## config.mk

```make
export PLATFORM = sky130hd
export DESIGN_NAME = pc_redirect_ctrl
export DESIGN_NICKNAME = d
export VERILOG_FILES = /design/src/rtl/pc_redirect_ctrl.sv
export SDC_FILE = /design/constraint.sdc
export NUM_CORES = 1
export LEC_CHECK = 0
export ABC_AREA = 1
export BUFFER_PORTS_ARGS = -buffer_cell sky130_fd_sc_hd__buf_2
export CAP_MARGIN = 20
export CORE_MARGIN = 4
export CORE_UTILIZATION = 35
export DETAILED_ROUTE_END_ITERATION = 16
export HOLD_SLACK_MARGIN = 0.02
export REMOVE_ABC_BUFFERS = 1
export SETUP_SLACK_MARGIN = 0.02
export SYNTH_ARGS = -nofsm -noshare
export SYNTH_HDL_FRONTEND = slang
export SYNTH_SLANG_ARGS = --single-unit
```

## constraint.sdc

```tcl
create_clock -name clk -period 1.65 [get_ports clk]
set_clock_uncertainty 0.2 [all_clocks]
set_input_delay 0.2475 -clock clk [delete_from_list [all_inputs] [get_ports clk]]
set_output_delay 0.2475 -clock clk [all_outputs]
set_load 0.01 [all_outputs]
```

## src/rtl/pc_redirect_ctrl.sv

```systemverilog
`default_nettype none
// ============================================================================
// Module      : pc_redirect_ctrl
// Description : Fetch PC select / write-enable / flush control with boot hold
//               and stall-time redirect target capture.
// Revision    : 1.0 - initial release
// ============================================================================
module pc_redirect_ctrl #(
    parameter int BOOT_CYCLES = 4,
    parameter int CNT_W       = 16
) (
    input  logic             clk,
    input  logic             rst,
    input  logic             stall,
    input  logic             ex_valid,
    input  logic             ex_jump,
    input  logic             ex_branch,
    input  logic             br_taken,
    input  logic             ex_fwd,
    input  logic [31:0]      alu,
    input  logic [31:0]      alu_forward,
    input  logic             clr_cnt,
    output logic [1:0]       pc_sel,
    output logic             pc_we,
    output logic             flush_if,
    output logic             flush_id,
    output logic [31:0]      hold_target,
    output logic             redirect_pending,
    output logic [CNT_W-1:0] redirect_cnt
);

    localparam int              c_BW        = (BOOT_CYCLES > 1) ? $clog2(BOOT_CYCLES) : 1;
    localparam logic [c_BW-1:0] c_BOOT_LAST = c_BW'(BOOT_CYCLES - 1);

    localparam logic [1:0] c_SEL_ADD4 = 2'd0;
    localparam logic [1:0] c_SEL_ALU  = 2'd1;
    localparam logic [1:0] c_SEL_FWD  = 2'd2;
    localparam logic [1:0] c_SEL_HOLD = 2'd3;

    typedef enum logic [1:0] {
        S_BOOT = 2'd0,
        S_RUN  = 2'd1,
        S_HOLD = 2'd2
    } state_t;

    state_t            r_state;
    state_t            w_state_nxt;
    logic [c_BW-1:0]   r_boot_cnt;
    logic [31:0]       r_hold_target;
    logic [CNT_W-1:0]  r_redirect_cnt;

    logic              w_redirect_req;
    logic [31:0]       w_target;
    logic              w_capture;
    logic              w_count;

    assign w_redirect_req = ex_valid & (ex_jump | (ex_branch & br_taken));
    assign w_target       = ex_fwd ? alu_forward : alu;
    // Every redirect is counted once, at the edge where RUN first sees it.
    assign w_count        = (r_state == S_RUN) & w_redirect_req;
    assign w_capture      = w_count & stall;

    always_ff @(posedge clk or negedge rst) begin
        if (!rst) begin
            r_state        <= S_BOOT;
            r_boot_cnt     <= '0;
            r_hold_target  <= '0;
            r_redirect_cnt <= '0;
        end else begin
            r_state <= w_state_nxt;

            if (r_state == S_BOOT) begin
                r_boot_cnt <= (r_boot_cnt == c_BOOT_LAST) ? '0 : r_boot_cnt + c_BW'(1);
            end

            if (w_capture) begin
                r_hold_target <= w_target & ~32'h1;
            end

            if (clr_cnt) begin
                r_redirect_cnt <= '0;
            end else if (w_count && (r_redirect_cnt != '1)) begin
                r_redirect_cnt <= r_redirect_cnt + CNT_W'(1);
            end
        end
    end

    always_comb begin
        w_state_nxt      = r_state;
        pc_sel           = c_SEL_ADD4;
        pc_we            = 1'b0;
        flush_if         = 1'b0;
        flush_id         = 1'b0;
        redirect_pending = 1'b0;

        case (r_state)
            S_BOOT: begin
                flush_if = 1'b1;
                flush_id = 1'b1;
                if (r_boot_cnt == c_BOOT_LAST) begin
                    w_state_nxt = S_RUN;
                end
            end
            S_RUN: begin
                if (!stall) begin
                    pc_we = 1'b1;
                    if (w_redirect_req) begin
                        pc_sel   = ex_fwd ? c_SEL_FWD : c_SEL_ALU;
                        flush_if = 1'b1;
                        flush_id = 1'b1;
                    end
                end else if (w_redirect_req) begin
                    w_state_nxt = S_HOLD;
                end
            end
            S_HOLD: begin
                // The frozen EX instruction is still presented; only stall release matters.
                redirect_pending = 1'b1;
                pc_sel           = c_SEL_HOLD;
                if (!stall) begin
                    pc_we       = 1'b1;
                    flush_if    = 1'b1;
                    flush_id    = 1'b1;
                    w_state_nxt = S_RUN;
                end
            end
            default: begin
                w_state_nxt = S_BOOT;
            end
        endcase
    end

    assign hold_target  = r_hold_target;
    assign redirect_cnt = r_redirect_cnt;

endmodule
`default_nettype wire
```

* Word level (Yosys, flattened, before mapping)
Cells that the tools add are included.
** Storage, ports and cells
- Register bits :: 51
- Latch bits :: 0
- RAM bits :: 0
- ROM bits :: 0
- Output and inout bits :: 54
- Word-level logic and storage cells :: 43
- Memories :: 0
** Operators by class
- $add $sub $neg :: 2
- $mul :: 0
- Div/mod/pow operators :: 0
- $lt $le $gt $ge :: 0
- Equal/unequal tests :: 8
- Shifts and indexed selects :: 0
- Multiplexer cells :: 19
- Bitwise gates (word level) :: 5
- Reduce and logical (&&, ||, !) cells :: 5
** Operators with widths (number)
- 2-to-1 mux 16 bit :: 2
- 2-to-1 mux 32 bit :: 1
- adder 16 x 1 -> 16 bit (second input constant) :: 1
- 2-to-1 mux 2 bit :: 8
- inequality test 16 bit (second input constant) :: 1
- inequality test 2 bit (second input constant) :: 3
- case mux 2 bit (3 select lines) :: 1
- 2-to-1 mux 1 bit :: 5
- bitwise AND 1 bit :: 4
- equality test 2 bit (second input constant) :: 2
- case mux 2 bit (2 select lines) :: 1
- AND reduction 4 bit :: 1
- case mux 1 bit (3 select lines) :: 1
- adder 2 x 1 -> 2 bit (second input constant) :: 1
- equality test 2 x 1 -> 1 bit (second input constant) :: 1
- logical NOT 2 bit :: 1
- inequality test 2 x 1 -> 1 bit (second input constant) :: 1
- nonzero test 2 bit :: 1
- OR reduction 2 bit :: 1
- logical AND 1 bit :: 1
- bitwise OR 1 bit :: 1

* Longest topological paths before layout
- Word-level depth :: 7
- Depth in mapped cells :: 10
- Gate-level depth less buffers :: 9

* Worst setup path after synthesis
Ideal clock, no wire load.
- Kind :: register -> output
- Start point :: register r_state[1]
- End point :: output port flush_if
- Arrival time :: 1378 ps
- Data required time :: 1202 ps
- Setup slack :: -176 ps
- Cell stages (with the launch flop) :: 8
- Buffers on the path :: 1
- Cell sequence :: dfrtp_1 > inv_1 > ha_1 > nand3_2 > inv_1 > nand2_1 > a21oi_1 > buf_4
** On the way
- Cells in the longest elaborated chain, start to end :: 2
- Elaborated cells between the ends (all ways) :: 4
- Those cells by class :: eq/ne (2); mux (1); reduce/logical (1)
** Ends and longest elaborated chain
- from (decl) :: line 46 : state_t r_state;
- from (signal assigned) :: line 70 : r_state <= w_state_nxt;
- equality test 2 bit, or another cell as far along
- case mux 1 bit (3 select lines) *
- to (decl) :: line 25 : output logic flush_if,
Mark *: on every way between the ends. The rest lies on a longest branch, timed or not.

* Worst setup path after layout
- Start point :: register r_state[0]
- End point :: output port pc_sel[1]
** On the way
- Cells in the longest elaborated chain, start to end :: 2
- Elaborated cells between the ends (all ways) :: 3
- Those cells by class :: eq/ne (2); mux (1)
** Ends and longest elaborated chain
- equality test 2 bit or equality test 2 x 1 -> 1 bit (tied branches) :: line 96 : case (r_state)
- case mux 2 bit (2 select lines) * :: line 96
- to (decl) :: line 23 : output logic [1:0] pc_sel,
Marks and branches as above.

==> summary.md <==
| Metric | Value |
|---|---|
| Post-synth top area share | `0.432` |
| GP Congestion | `0.820` |
| Top cells by area, synth | `dfrtp_1, nand2_1, mux2_2` |
| First-pass iteration count of the detailed router | `4` |
| Met2 WL | `4.43 mm` |
| R2r setup slk | `-0.23 ns` |
| Most frequent cells in the layout | `buf_2, nand2_1, dfrtp_1` |
| Failing checks | `negative setup slack` |
| Post-place instance area | `slightly below 0.004 mm²` |
| Largest net degree at the start of global routing | `52` |
| Clk sinks | `51` |
| Ant. Diodes | `0` |
| Post-Syn Area | `0.00295 mm²` |
| Clock Latency Late Sink | `0.31 ns` |
| Yosys top cell by area | `dfrtp_1` |
| WL per Instance | `13.4 µm` |
| GR Overflow Total | `0` |
| MaxCap Viol Count | `0` |
| CP cell instances | `ha_4 -> nand3_4 -> inv_4 -> buf_4 -> a31oi_1 -> nor2_1 -> buf_2` |
| Antenna Nets Post-Route | `0` |
| Vias in the first global route | `3,069` |
| Height of the die | `99.9 µm` |
| Routed Wire Length | `about 8.6 mm` |
| Post-route cell area | `0.00436 mm²` |
| CP max stage delay | `0.45 ns` |
| CTS tree | `built` |
| Final Worst Setup Slack | `-0.290 ns` |
| Nets | `612` |
| H-Tree Depth | `2` |
| #FFs+latches synth | `51` |
| Critical path buffer and inverter count | `3` |
| Predominant post-synthesis flop cell | `dfrtp_1` |
| Avg Cell Area, Syn | `7.94 µm²` |
| CTS max path bufs | `2` |
| Top sig layer | `met4` |
| Placed insts | `a little over 600` |
| Inserted Clock Buffers | `5` |
| Setup TNS Final | `-10.15 ns` |
| CP Capture Type | `primary output` |
| Clock slew at reported path FFs | `0.10 ns` |
| CTS Root Cell | `clkbuf_8` |
| Routed vias | `~3,000` |
| Slew Viols, Final | `0` |
| Post-DP HPWL | `slightly above 6 mm` |
| Post-synth EDFFs | `0` |
| GRT Overall Usage | `0.179` |
| Initial antenna violation count | `0` |
| Final Non-Filler Cells | `638` |
| Critical path class | `flip-flop to primary output` |
| Top Ports | `127` |
| Final min period | `between 1.5 and 2 ns` |
| Fmax | `approximately 0.52 GHz` |
| Register area share after synthesis | `0.432` |
| FFs w/ async S/R, synth | `1.00` |
| Warnings from Yosys | `0` |
| Share of cells above drive strength 1 | `0.471` |
| Startpoint Class | `flip-flop` |
| Worst endpoint data arrival time | `between 1 and 1.5 ns` |
| Status | `finished with violations` |
| Hold crit path type | `primary input to flip-flop` |
| Layout area overhead | `47.6%` |
| Max VDD drop | `0.627 mV` |
| Starting Density | `0.359` |
| Pre-CTS setup slack | `-0.0767 ns` |
| First-pass GRT wire length | `14.6 mm` |
| Die Span X | `99.9 µm` |
| Met3 wire len | `422 µm` |
| RSZ-0062 raised after global routing | `true` |
| P per Cell Area | `around 1100 mW/mm²` |
| Leading cell type in the layout, fill and taps excluded | `buf_2` |
| DRT met1 WL | `3.62 mm` |
| Final Hold Vio Count | `0` |
| Finish-stage setup viols | `53` |
| Drt drc | `0` |
| Core Area | `0.00822 mm²` |
| IO buf count | `123` |
| Initial DRC Count | `69` |
| Cell Rows | `33` |
| CP max-delay cell | `dfrtp_2` |
| Static leakage | `between 2 and 2.5 nW` |
| Yosys cell types | `24` |
| Delay-heaviest family, CP | `flip-flops` |
| CP max FO | `3` |
| WP data required | `1.20 ns` |
| Fin crit share | `1.18` |
| Die area | `between 0.009 and 0.01 mm²` |
| Cell count after synthesis | `372` |
| Via-to-Cell Ratio | `4.76` |
[registers in the layout, indices dropped and copies added, names as in the netlist]
signal and count:
hold_target 31, redirect_cnt 16, r_boot_cnt 2, r_state 2
[repair_timing]
action / CTS / global route
hold buffers: 1 / 0
buffers inserted: 6 / 4
gates resized for setup: 37 / 27
hold endpoints to repair: 51 / 0
setup endpoints to repair: 55 / 55
pin swaps: 11 / 4
cloned: 3 / 0
[worst register-to-register path, stage by stage, from the launching register on]
cell and delay (ns):
dfrtp_1 0.40, inv_2 0.08, ha_4 0.14, nand3_4 0.08, buf_4 0.14, buf_6 0.11
buf_6 0.12, nor2_4 0.17, buf_12 0.15, buf_16 0.13, nand2_1 0.05, nand2_1 0.05
[final timing paths]
path                                from                to  cells past startpoint
max                           r_state[0]         pc_sel[1]                      7
min in group asynchronous            rst  redirect_cnt[15]                      3
min reg2reg                r_boot_cnt[0]     r_boot_cnt[0]                      1
max reg2reg                   r_state[1]    hold_target[8]                     11
min                              alu[17]   hold_target[17]                      4
max in group asynchronous            rst        r_state[0]                      3
[routing by layer]
metal / GRT usage / up-vias
met5: 0 / -
met2: 0.316 / 76
met1: 0.229 / 1421
met4: 0.0441 / 0
li1: - / 1537
met3: 0.0278 / 6
[area by class of cell]
| class | instances | area [µm²] |
|---|---|---|
| clock buffers | 5 | 68.8 |
| clock inverters | 3 | 22.5 |
| fillers | 810 | 3860 |
| inverters | 23 | 88.8 |
| multi-input cells | 280 | 1640 |
| flip-flops and latches | 51 | 1280 |
| well taps | 105 | 131 |
| repair buffers | 171 | 1130 |
[stage by stage]
step | util | power, mW | hold WS [ns]
6_report | 0.530 | 4.98 | 0.0518
5_1_grt | 0.530 | 5.40 | 0.0550
4_1_cts | 0.524 | 4.95 | 0.0438
2_1_floorplan | - | 2.94 | -0.248
3_5_place_dp | 0.483 | 4.03 | 0.0630
3_3_place_gp | 0.483 | 3.96 | 0.0654
[power by group]
part | leakage, nW | internal [mW] | total, mW | switching [mW]
Clock | 0.0485 | 0.305 | 0.736 | 0.432
Combinational | 1.61 | 1.09 | 2.33 | 1.24
Sequential | 0.660 | 1.69 | 1.92 | 0.221
[cell families (layout without fill, tap and decap cells)]
group	count (synthesis)	count (layout)	synth area share
flip-flops	51	51	0.432
AO/OA/AOI/OAI	50	50	0.0860
buffers and inverters	41	202	0.0580
other	1	1	0.00127
AND/OR/NAND/NOR	189	189	0.269
adder cells (fa/ha/maj)	7	7	0.0297
multiplexers	31	31	0.118
XOR/XNOR	2	2	0.00593
[cell usage after synthesis (2+ instances only)]
library cell and number:
nor2_2 2, nor2_4 3, nand3_1 16, buf_2 2, mux2_2 31, inv_1 23
ha_1 7, nand4_1 10, buf_4 2, nor2_1 24, xor2_1 2, dfrtp_1 51
nand2_1 131, o21ai_0 35, o21ai_1 5, clkbuf_1 13, a21oi_1 8
(Power assumes the default switching activity.)
